## config.mk

```make
export PLATFORM = sky130hd
export DESIGN_NAME = manchester_tx_arbiter
export DESIGN_NICKNAME = d
export VERILOG_FILES = /design/src/rtl/manchester_tx_arbiter.sv
export SDC_FILE = /design/constraint.sdc
export NUM_CORES = 1
export LEC_CHECK = 0
export ABC_AREA = 1
export CORE_ASPECT_RATIO = 1.2
export CORE_UTILIZATION = 45
export DETAILED_ROUTE_END_ITERATION = 10
export PLACE_DENSITY_LB_ADDON = 0.3
export SETUP_SLACK_MARGIN = 0.4
export SYNTH_ARGS = -nofsm -noshare
export SYNTH_HDL_FRONTEND = slang
export SYNTH_SLANG_ARGS = --single-unit
```

## constraint.sdc

```tcl
create_clock -name aclk -period 3.7 [get_ports aclk]
set_clock_uncertainty 0.05 [all_clocks]
set_input_delay 0.555 -clock aclk [delete_from_list [all_inputs] [get_ports aclk]]
set_output_delay 0.555 -clock aclk [all_outputs]
set_load 0.03 [all_outputs]
```

## src/rtl/manchester_tx_arbiter.sv

```systemverilog
// manchester_tx_arbiter
//   Round-robin arbiter that merges NUM_SRC AXI-Stream byte sources onto the
//   single stream feeding the preamble/encoder TX path. A grant is held for a
//   whole frame (until the tlast handshake), after which IFG_CYCLES idle cycles
//   are enforced before the next arbitration.
//
// Ports
//   aclk, areset      : clock, synchronous active-high reset
//   s_axis_tdata      : packed source data, source i at [i*DATA_WIDTH +: DATA_WIDTH]
//   s_axis_tvalid/tlast/tready : per-source handshake, bit i = source i
//   m_axis_tdata/tvalid/tready/tlast : shared output stream
//   grant_id          : current or most recently granted source
//   busy              : high while a frame is in flight or the gap is running
module manchester_tx_arbiter #(
  parameter int DATA_WIDTH = 8,
  parameter int NUM_SRC    = 4,
  parameter int IFG_CYCLES = 12
) (
  input  logic                          aclk,
  input  logic                          areset,
  input  logic [NUM_SRC*DATA_WIDTH-1:0] s_axis_tdata,
  input  logic [NUM_SRC-1:0]            s_axis_tvalid,
  input  logic [NUM_SRC-1:0]            s_axis_tlast,
  output logic [NUM_SRC-1:0]            s_axis_tready,
  output logic [DATA_WIDTH-1:0]         m_axis_tdata,
  output logic                          m_axis_tvalid,
  input  logic                          m_axis_tready,
  output logic                          m_axis_tlast,
  output logic [$clog2(NUM_SRC)-1:0]    grant_id,
  output logic                          busy
);

  localparam int GW = $clog2(NUM_SRC);

  typedef enum logic [1:0] {
    ST_IDLE = 2'd0,
    ST_XFER = 2'd1,
    ST_GAP  = 2'd2
  } state_t;

  state_t          state_q, state_d;
  logic [GW-1:0]   grant_q, grant_d;
  logic [GW-1:0]   last_grant_q, last_grant_d;
  logic [7:0]      gap_cnt_q, gap_cnt_d;
  logic [GW-1:0]   winner;
  logic            found;
  logic            frame_done;

  // Round-robin search: candidate k steps above last_grant wins if it is the
  // first requester found. Constant indices keep the mux free of wide selects.
  always_comb begin
    winner = '0;
    found  = 1'b0;
    for (int k = 1; k <= NUM_SRC; k++) begin
      for (int i = 0; i < NUM_SRC; i++) begin
        if (!found && s_axis_tvalid[i] &&
            (i == (int'(last_grant_q) + k) % NUM_SRC)) begin
          found  = 1'b1;
          winner = GW'(i);
        end
      end
    end
  end

  // Zero-latency pass-through of the granted source while in XFER.
  always_comb begin
    m_axis_tdata  = '0;
    m_axis_tvalid = 1'b0;
    m_axis_tlast  = 1'b0;
    s_axis_tready = '0;
    if (state_q == ST_XFER) begin
      for (int i = 0; i < NUM_SRC; i++) begin
        if (grant_q == GW'(i)) begin
          m_axis_tdata     = s_axis_tdata[i*DATA_WIDTH +: DATA_WIDTH];
          m_axis_tvalid    = s_axis_tvalid[i];
          m_axis_tlast     = s_axis_tlast[i];
          s_axis_tready[i] = m_axis_tready;
        end
      end
    end
  end

  assign frame_done = m_axis_tvalid & m_axis_tready & m_axis_tlast;

  always_comb begin
    state_d      = state_q;
    grant_d      = grant_q;
    last_grant_d = last_grant_q;
    gap_cnt_d    = gap_cnt_q;
    case (state_q)
      ST_IDLE: begin
        if (found) begin
          grant_d = winner;
          state_d = ST_XFER;
        end
      end
      ST_XFER: begin
        if (frame_done) begin
          last_grant_d = grant_q;
          if (IFG_CYCLES > 0) begin
            state_d   = ST_GAP;
            gap_cnt_d = 8'(IFG_CYCLES);
          end else begin
            state_d = ST_IDLE;
          end
        end
      end
      ST_GAP: begin
        // Counter value 1 marks the final gap cycle, giving exactly IFG_CYCLES.
        if (gap_cnt_q <= 8'd1) begin
          gap_cnt_d = '0;
          state_d   = ST_IDLE;
        end else begin
          gap_cnt_d = gap_cnt_q - 8'd1;
        end
      end
      default: state_d = ST_IDLE;
    endcase
  end

  always_ff @(posedge aclk) begin
    if (areset) begin
      state_q      <= ST_IDLE;
      grant_q      <= '0;
      last_grant_q <= GW'(NUM_SRC - 1);
      gap_cnt_q    <= '0;
    end else begin
      state_q      <= state_d;
      grant_q      <= grant_d;
      last_grant_q <= last_grant_d;
      gap_cnt_q    <= gap_cnt_d;
    end
  end

  assign grant_id = grant_q;
  assign busy     = (state_q != ST_IDLE);

endmodule

```

-- Word level (Yosys, flattened, before mapping)
Cells that the tools add are included.
- $add $sub $neg: 5
- $lt $le $gt $ge: 1
- equality and inequality tests: 20
- multiplexer cells: 58
- bitwise operators: 6
- reduce and logical (&&, ||, !) cells: 62
- operators with widths (operator ; count):
    32-bit logical NOT ; 4
    8-bit two-way mux ; 7
    2-bit two-way mux ; 17
    1-bit logical AND ; 31
    1-bit two-way mux ; 31
    3-bit == test (first input constant) ; 8
    8-bit one-hot mux with 2 select lines ; 1
    1-bit logical NOT ; 15
    2-bit by 3-bit == test with 1-bit output (first input constant) ; 4
    8-bit by 1-bit less-or-equal comparator with 1-bit output (second input constant) ; 1
    2-bit OR reduction ; 4
    8-bit by 1-bit subtractor with 8-bit output (second input constant) ; 1
    2-bit == test (second input constant) ; 3
    2-bit != test (second input constant) ; 3
    2-bit one-hot mux with 3 select lines ; 1
    2-bit AND reduction ; 3
    2-bit by 1-bit adder with 2-bit output (second input constant) ; 2
    2-bit adder (second input constant) ; 2
    1-bit AND (first input constant) ; 4
    2-bit by 1-bit == test with 1-bit output (second input constant) ; 2
    2-bit logical NOT ; 2
    4-bit two-way mux ; 1
    2-bit nonzero test ; 2
    3-bit AND reduction ; 1
    1-bit AND ; 2
- bits in registers: 14
- input port bits: 43
- word-level logic and storage cells: 156

-- Longest topological paths before layout
Gate-level depths: netlist of run 1.
- word-level depth: 68
- mapped depth: 14

-- Least setup slack after synthesis of run 1
No wires, ideal clock.
- path type: flip-flop to flip-flop
- start point: register grant_q[1] (netlist: grant_id[1])
- end point: register gap_cnt_q[6]
- data arrival time: 2.194 ns
- required time: 3.518 ns
- path slack: 1.324 ns
- stages on the path, launching flop included: 13
- buffers on the path: 1
- period minus slack after synthesis: 2.376 ns
- cells stage by stage: dfxtp_1 > clkbuf_2 > inv_2 > nor2_1 > inv_1 > o221ai_1 > o21ai_0 > a211oi_2 > nand3_2 > nand2_1 > inv_1 > nand2_1 > a21oi_1
- cells in the longest elaborated chain, start to end: 10
- elaborated cells on any way between the ends: 18
- RTL lines (item ; RTL line ; source):
    start, declared ; 42 ; logic [GW-1:0] grant_q, grant_d;
    start signal, assigned ; 129 ; grant_q <= grant_d;
    2-bit logical NOT ; 73 ; if (grant_q == GW'(i)) begin
    1-bit two-way mux (3 in series) ; 73 ;
    1-bit two-way mux * ; 73 ;
    1-bit two-way mux * ; 71 ; if (state_q == ST_XFER) begin
    via m_axis_tvalid ; 26 ; output logic m_axis_tvalid,
    1-bit AND * (2 in series) ; 83 ; assign frame_done = m_axis_tvalid & m_axis_tready & m_axis_tlast;
    2-bit != test (no line) * ; -- ;
    2-bit AND reduction (no line) * ; -- ;
    end signal, assigned ; 131 ; gap_cnt_q <= gap_cnt_d;
    end, declared ; 44 ; logic [7:0] gap_cnt_q, gap_cnt_d;
The timed path passes the listed nets; every way through them passes the cells marked *.
A chain may end at the register's enable or synchronous reset.

-- Worst setup path after layout of run 1
- start point: register grant_q[0] (netlist: grant_id[0])
- end point: output port m_axis_tlast
- cells in the longest elaborated chain, start to end: 6
- elaborated cells on any way between the ends: 9
- RTL lines (item ; RTL line ; source):
    2-bit logical NOT ; 73 ;
    1-bit two-way mux (3 in series) ; 73 ;
    1-bit two-way mux * ; 73 ;
    1-bit two-way mux * ; 71 ;
    end, declared ; 28 ; output logic m_axis_tlast,
Every way passes the cells marked *; elsewhere a longest branch is shown, timed or not.

==> flow_summary.toml, run 1 <==
[outcome]
outcome = "finished, final reports clean"

[die]
fp.dieW_um = 51.5
boundaryPins = 60
dieArea_um2 = 3170
num_rows = 21
start_util_pct = 47.6
coreArea_um2 = 2790
fp.dieH_um = 61.4

[routing]
vias = 1707
antenna_left = 0
routedWlPerCell_um = 12.9
via_per_inst = 5.30
routed_wl_mm = 4.14
route.detailed.drc = 0
first_pass_iters = 4
drtIter0Drc = 41

[job]
cap_violations = 0

[setup_path]
worstPathArrival_ns = 2.48
crit_path_end_kind = "primary output"
path_class = "register to primary output"
r2r-end = "gap_cnt_q[4]"
crit_chain = "nand2_2 > inv_1 > nand2_1 > a21oi_1 > clkdlybuf4s50_1"
path_buf_inv = 2
critPathSlowestCell = "clkdlybuf4s50_1"
cp_max_fo = 15
max_stage_delay_ns = 0.72
crit_required_ns = 3.09
cp-start-kind = "register"
reg2reg_from = "grant_id[1]"
r2r_slack_ns = 1.47
cp_top_family = "buffers and inverters"
r2r_cells = 11

[synthesis]
synth_cell_types = 31
synth-edff-count = 0
yosys.cell_count.top_type = "nand2_1"
syn_inst = 230
yosys_most_used_dff = "dfxtp_1"
synth_area_um2 = 1330
yosysWarnings = 0
synth-seq-area-share_pct = 21.2
synthesis.nets = 275
yosysTopAreaCellShare_pct = 21.2
avgSynthCellArea_um2 = 5.76
ys_top_cells_by_area = "dfxtp_1 (21%), nand2_1 (13%), nor2_1 (10%)"
ys_ff_latch = 14
synth-async-reset-ratio_pct = 0
yosys.area.top_type = "dfxtp_1"
netlist_top_cells_count = "nand2_1 (45), nor2_1 (36), inv_1 (34)"

[sta]
slew_viol_final = 0
tightest_slew_ns = 0.573
final-hold-violation-count = 0
layout_min_cycle_time_ns = 3.08
fmax_ghz = 0.324
setup_ws_ns = 0.618
fin_setup_tns_ns = 0
period_share_pct = 83.3
rsz0062_at_grt = "false"
finalSetupViolCount = 0
maxSlewHeadroom_pct = 61.7

[cells_and_area]
nNetsFinal = 334
diodes = 0
fill_cells = 271
synthToLayoutAreaGrowth_pct = 49.3
drive_gt1_share_pct = 7.29

[clocking]
clk_pin_slew_worst_paths_ns = 0.08
cts_hold_buffers = 0
post_cts_resized = 0
root_buffer = "clkbuf_4"
clockBufferDepth = 2
clk_latency_ns = 0.29
cts_setup_buffers = 0
cts_made_buffers = 3
cts_tree = "done"
cts_num_sinks = 14
ctsHtreeMaxLevel = 1

[place]
pre_cts_slack_ns = 0.563
hpwlAfterDp_mm = 3.32
place_congestion = 0.889
port_buffers = 59

[grt]
grt_use_total_pct = 27.5
grt-ovfl-total = 0
grt_pass1_wl_mm = 6.54
antenna_found_initial = 0
grt_pass1_vias = 1498
grt_max_degree = 16

[power]
leakage_nw = 0.906
peakVddDrop_mv = 0.201
power_density_nw_per_um2 = 254

[hold_path]
holdPathEnd = "gap_cnt_q[7]"
min_from = "gap_cnt_q[7]"
hold_class = "register to register"
whs_path_depth = 2
worst max path at each step:
stage          cells past startpoint             start            end
2_1_floorplan                     12       grant_id[1]   gap_cnt_q[6]
3_3_place_gp                       6  s_axis_tvalid[1]  m_axis_tvalid
3_5_place_dp                       6  s_axis_tvalid[1]  m_axis_tvalid
4_1_cts                            5       grant_id[0]   m_axis_tlast
5_1_grt                            5       grant_id[0]   m_axis_tlast
6_report                           5       grant_id[0]   m_axis_tlast
where the power goes:
group | switching, mW | internal (mW) | leakage [nW] | total (mW)
registers | 0.0108 | 0.155 | 0.114 | 0.166
clock network | 0.0512 | 0.0600 | 0.0210 | 0.111
logic | 0.120 | 0.105 | 0.772 | 0.225
total | 0.182 | 0.320 | 0.906 | 0.502
sequential cells by signal, summed over array words and instances, names as in the netlist:
register / count
gap_cnt_q: 8
last_grant_q: 2
grant_id: 2
state_q: 2
layout by cell type, fill, tap and decap left out, drive strengths merged:
cell / instances
clkdlybuf4s50: 58
nand2: 48
nor2: 38
inv: 36
o21ai: 23
nand3: 18
a21oi: 17
dfxtp: 14
nand4: 8
nor3: 5
clkbuf: 4
o22ai: 3
or2: 3
o221ai: 2
o21bai: 2
ha: 2
o21a: 1
o211ai: 1
a211oi: 1
o2111ai: 1
a21boi: 1
xor2: 1
dlymetal6s2s: 1
logic make-up after synthesis:
family | count (synthesis) | synth area share [%]
buffers and inverters | 41 | 11.8
flip-flops | 14 | 21.2
AO/OA/AOI/OAI | 52 | 22.3
XOR/XNOR | 1 | 0.661
AND/OR/NAND/NOR | 120 | 42.2
adder cells (fa/ha/maj) | 2 | 1.89
tightest hold or removal path, cell delays in order, from the launching register on:
cell,delay (ns)
dfxtp_1,0.34
nand2_1,0.07
a21oi_1,0.05
per-layer routing:
metal	GRT usage [%]	routed length, um	up-vias
li1	-	-	876
met1	30.7	1710	777
met2	52.7	2150	43
met3	2.47	171	11
met4	12.0	105	0
met5	0	0	-
metrics by stage:
| step | utilization [%] | power (mW) | hold WS (ns) | std cells | cell area (um2) |
|---|---|---|---|---|---|
| after CTS | 70.8 | 0.500 | 0.449 | 322 | 1970 |
| after global placement | 69.5 | 0.390 | 0.426 | 318 | 1940 |
| after global routing | 71.0 | 0.530 | 0.466 | 322 | 1980 |
| final | 71.0 | 0.502 | 0.447 | 322 | 1980 |
| after detailed placement | 69.5 | 0.394 | 0.428 | 318 | 1940 |
| after floorplan | - | 0.294 | 0.404 | 230 | 1330 |
final cells by class:
cell class	instances	area [um2]	share of cell area, %
Clock buffer	4	36.3	1.83
Tap cell	34	42.5	2.15
Inverter	36	135	6.83
Timing Repair Buffer	59	593	30.0
Sequential cell	14	280	14.2
Multi-Input combinational cell	175	891	45.0
No activity file was read; power rests on OpenSTA's default activity.
==> inputs of run 2 (changes only) <==
--- a/config.mk
+++ b/config.mk
@@ -7,7 +7,7 @@
 export LEC_CHECK = 0
 export ABC_AREA = 1
 export CORE_ASPECT_RATIO = 1.2
-export CORE_UTILIZATION = 45
+export CORE_UTILIZATION = 42
 export DETAILED_ROUTE_END_ITERATION = 10
 export PLACE_DENSITY_LB_ADDON = 0.3
 export SETUP_SLACK_MARGIN = 0.4
==> constraint.sdc (replaced) <==
create_clock -name aclk -period 3 [get_ports aclk]
set_clock_uncertainty 0.05 [all_clocks]
set_input_delay 0.45 -clock aclk [delete_from_list [all_inputs] [get_ports aclk]]
set_output_delay 0.45 -clock aclk [all_outputs]
set_load 0.03 [all_outputs]
==> run 2 against run 1 <==
Compared with the run above: critical path depth rose by 1; highest routed layer unchanged; cell area rose by 2.3%; utilization fell by 1.0 points; clock power rose by 23%; combinational power rose by 24%; largest cell class unchanged; setup slack got worse by 0.10 ns; largest power group unchanged; via count rose by 0.94%.
==> flow_summary.toml, run 2 (synthesis gave the netlist of run 1 again) <==
[routing]
antenna_left = 0
routedWlPerCell_um = 12.2
routed_wl_mm = 3.99
first_pass_iters = 4
drtIter0Drc = 36
via_per_inst = 5.25
route.detailed.drc = 0
vias = 1723

[power]
comb_power_share_pct = 45.0
netSwitchingPower_uw = 225
p_sw_share_pct = 36.2
clkPwrFrac_pct = 22.1
peakVddDrop_mv = 0.299
power_density_nw_per_um2 = 307
p_int_uw = 397
leakage_nw = 0.973
seqPwrFrac_pct = 32.9

[clocking]
clk_latency_ns = 0.28
ctsHtreeMaxLevel = 1
cts_num_sinks = 14
root_buffer = "clkbuf_4"
cts_setup_buffers = 0
clockBufferDepth = 2
cts_made_buffers = 3
cts_tree = "done"
clk_pin_slew_worst_paths_ns = 0.09

[sta]
hold-worst-slack_ns = 0.452
tightest_slew_ns = 0.401
fmax_ghz = 0.403
fin_setup_tns_ns = 0
slew_viol_final = 0
layout_min_cycle_time_ns = 2.48
finalSetupViolCount = 0
maxSlewHeadroom_pct = 73.2
period_share_pct = 82.8
final-hold-violation-count = 0
rsz0062_at_grt = "false"

[setup_path]
critPathSlowestCell = "clkdlybuf4s50_1"
worstPathArrival_ns = 1.98
crit_chain = "inv_1 > o21ai_0 > nand2_1 > o21ai_0 > a21oi_1 > clkdlybuf4s50_1"
cp-start-kind = "register"
cp_max_fo = 15
worst_path_most_repeated_cell = "o21ai_0"
crit_path_end_kind = "primary output"
path_class = "register to primary output"
crit_required_ns = 2.50
max_stage_delay_ns = 0.68

[grt]
grt_pass1_vias = 1535
grt-ovfl-total = 0
grt_use_total_pct = 25.2
antenna_found_initial = 0
grt_pass1_wl_mm = 6.66
grt_max_degree = 16

[cells_and_area]
largest_register_ffs = 8
mostFrequentLayoutCell = "clkdlybuf4s50_1"
drive_gt1_share_pct = 9.86
nNetsFinal = 340
diodes = 0
fin_area_um2 = 2020
regArea_um2 = 285
multi_input_area_um2 = 888
largest_register = "gap_cnt_q"
fill_cells = 257
final_cell_mix = "clkdlybuf4s50_1 (53), nand2_1 (45), nor2_1 (36)"
synthToLayoutAreaGrowth_pct = 52.7

[die]
fp.dieH_um = 63.5
start_util_pct = 45.8
dieArea_um2 = 3380
coreArea_um2 = 2890
boundaryPins = 60
num_rows = 21
fp.dieW_um = 53.3

[outcome]
outcome = "finished, final reports clean"

[job]
cap_violations = 0

[place]
place_area_um2 = 1980
hpwlAfterDp_mm = 3.30
place_congestion = 0.919
port_buffers = 59

[hold_path]
hold_class = "register to register"
## run 2: worst paths after layout
path,startpoint,end,slack [ns],cells past startpoint
worst max-delay path,grant_id[0],m_axis_tdata[0],0.52,6
worst min-delay path,gap_cnt_q[0],gap_cnt_q[0],0.45,1
worst max register to register,grant_id[1],gap_cnt_q[4],0.94,11
worst min register to register,gap_cnt_q[0],gap_cnt_q[0],0.45,1
## run 2: layout make-up
| type | instances | area share [%] |
|---|---|---|
| multi-input combinational | 175 | 43.9 |
| timing repair buffer | 65 | 31.4 |
| inverter | 36 | 6.68 |
| tap | 34 | 2.10 |
| sequential | 14 | 14.1 |
| clock buffer | 4 | 1.79 |
## run 2: timing repair
| action | CTS | global route |
|---|---|---|
| gates resized for setup | 5 | 6 |
| hold buffers | 0 | 0 |
| endpoints found under the setup margin | 11 | 8 |
| hold endpoints to repair | 0 | 0 |
## run 2: metrics by stage
step	power [mW]	worst slack [ns]	instances	util [%]
2_1_floorplan	0.362	0.624	230	-
3_3_place_gp	0.489	0.254	324	68.6
3_5_place_dp	0.492	0.241	324	68.6
5_1_grt	0.654	0.403	328	70.0
4_1_cts	0.619	0.453	328	69.8
6_report	0.622	0.516	328	70.0
## run 2: metal layers
layer | up-vias | share of wire (%) | track usage [%]
li1 | 887 | - | -
met1 | 784 | 43 | 31.1
met2 | 39 | 50 | 44.1
met3 | 13 | 3.6 | 1.45
met4 | 0 | 3.3 | 8.88
met5 | - | 0 | 0
## run 2: critical path: cells and delay by family (launching register included)
family | cells | cell delay (ns)
AND/OR/NAND/NOR | 1 | 0.07
buffers and inverters | 2 | 0.88
AO/OA/AOI/OAI | 3 | 0.33
flip-flops | 1 | 0.41
## run 2: power groups by stage
stage               sequential (mW)  combinational [mW]  clock [mW]
global placement              0.208               0.281           0
detailed placement            0.208               0.284           0
global route                  0.206               0.307       0.141
finish                        0.205               0.280       0.137
CTS                           0.205               0.281       0.133
floorplan                     0.206               0.156           0
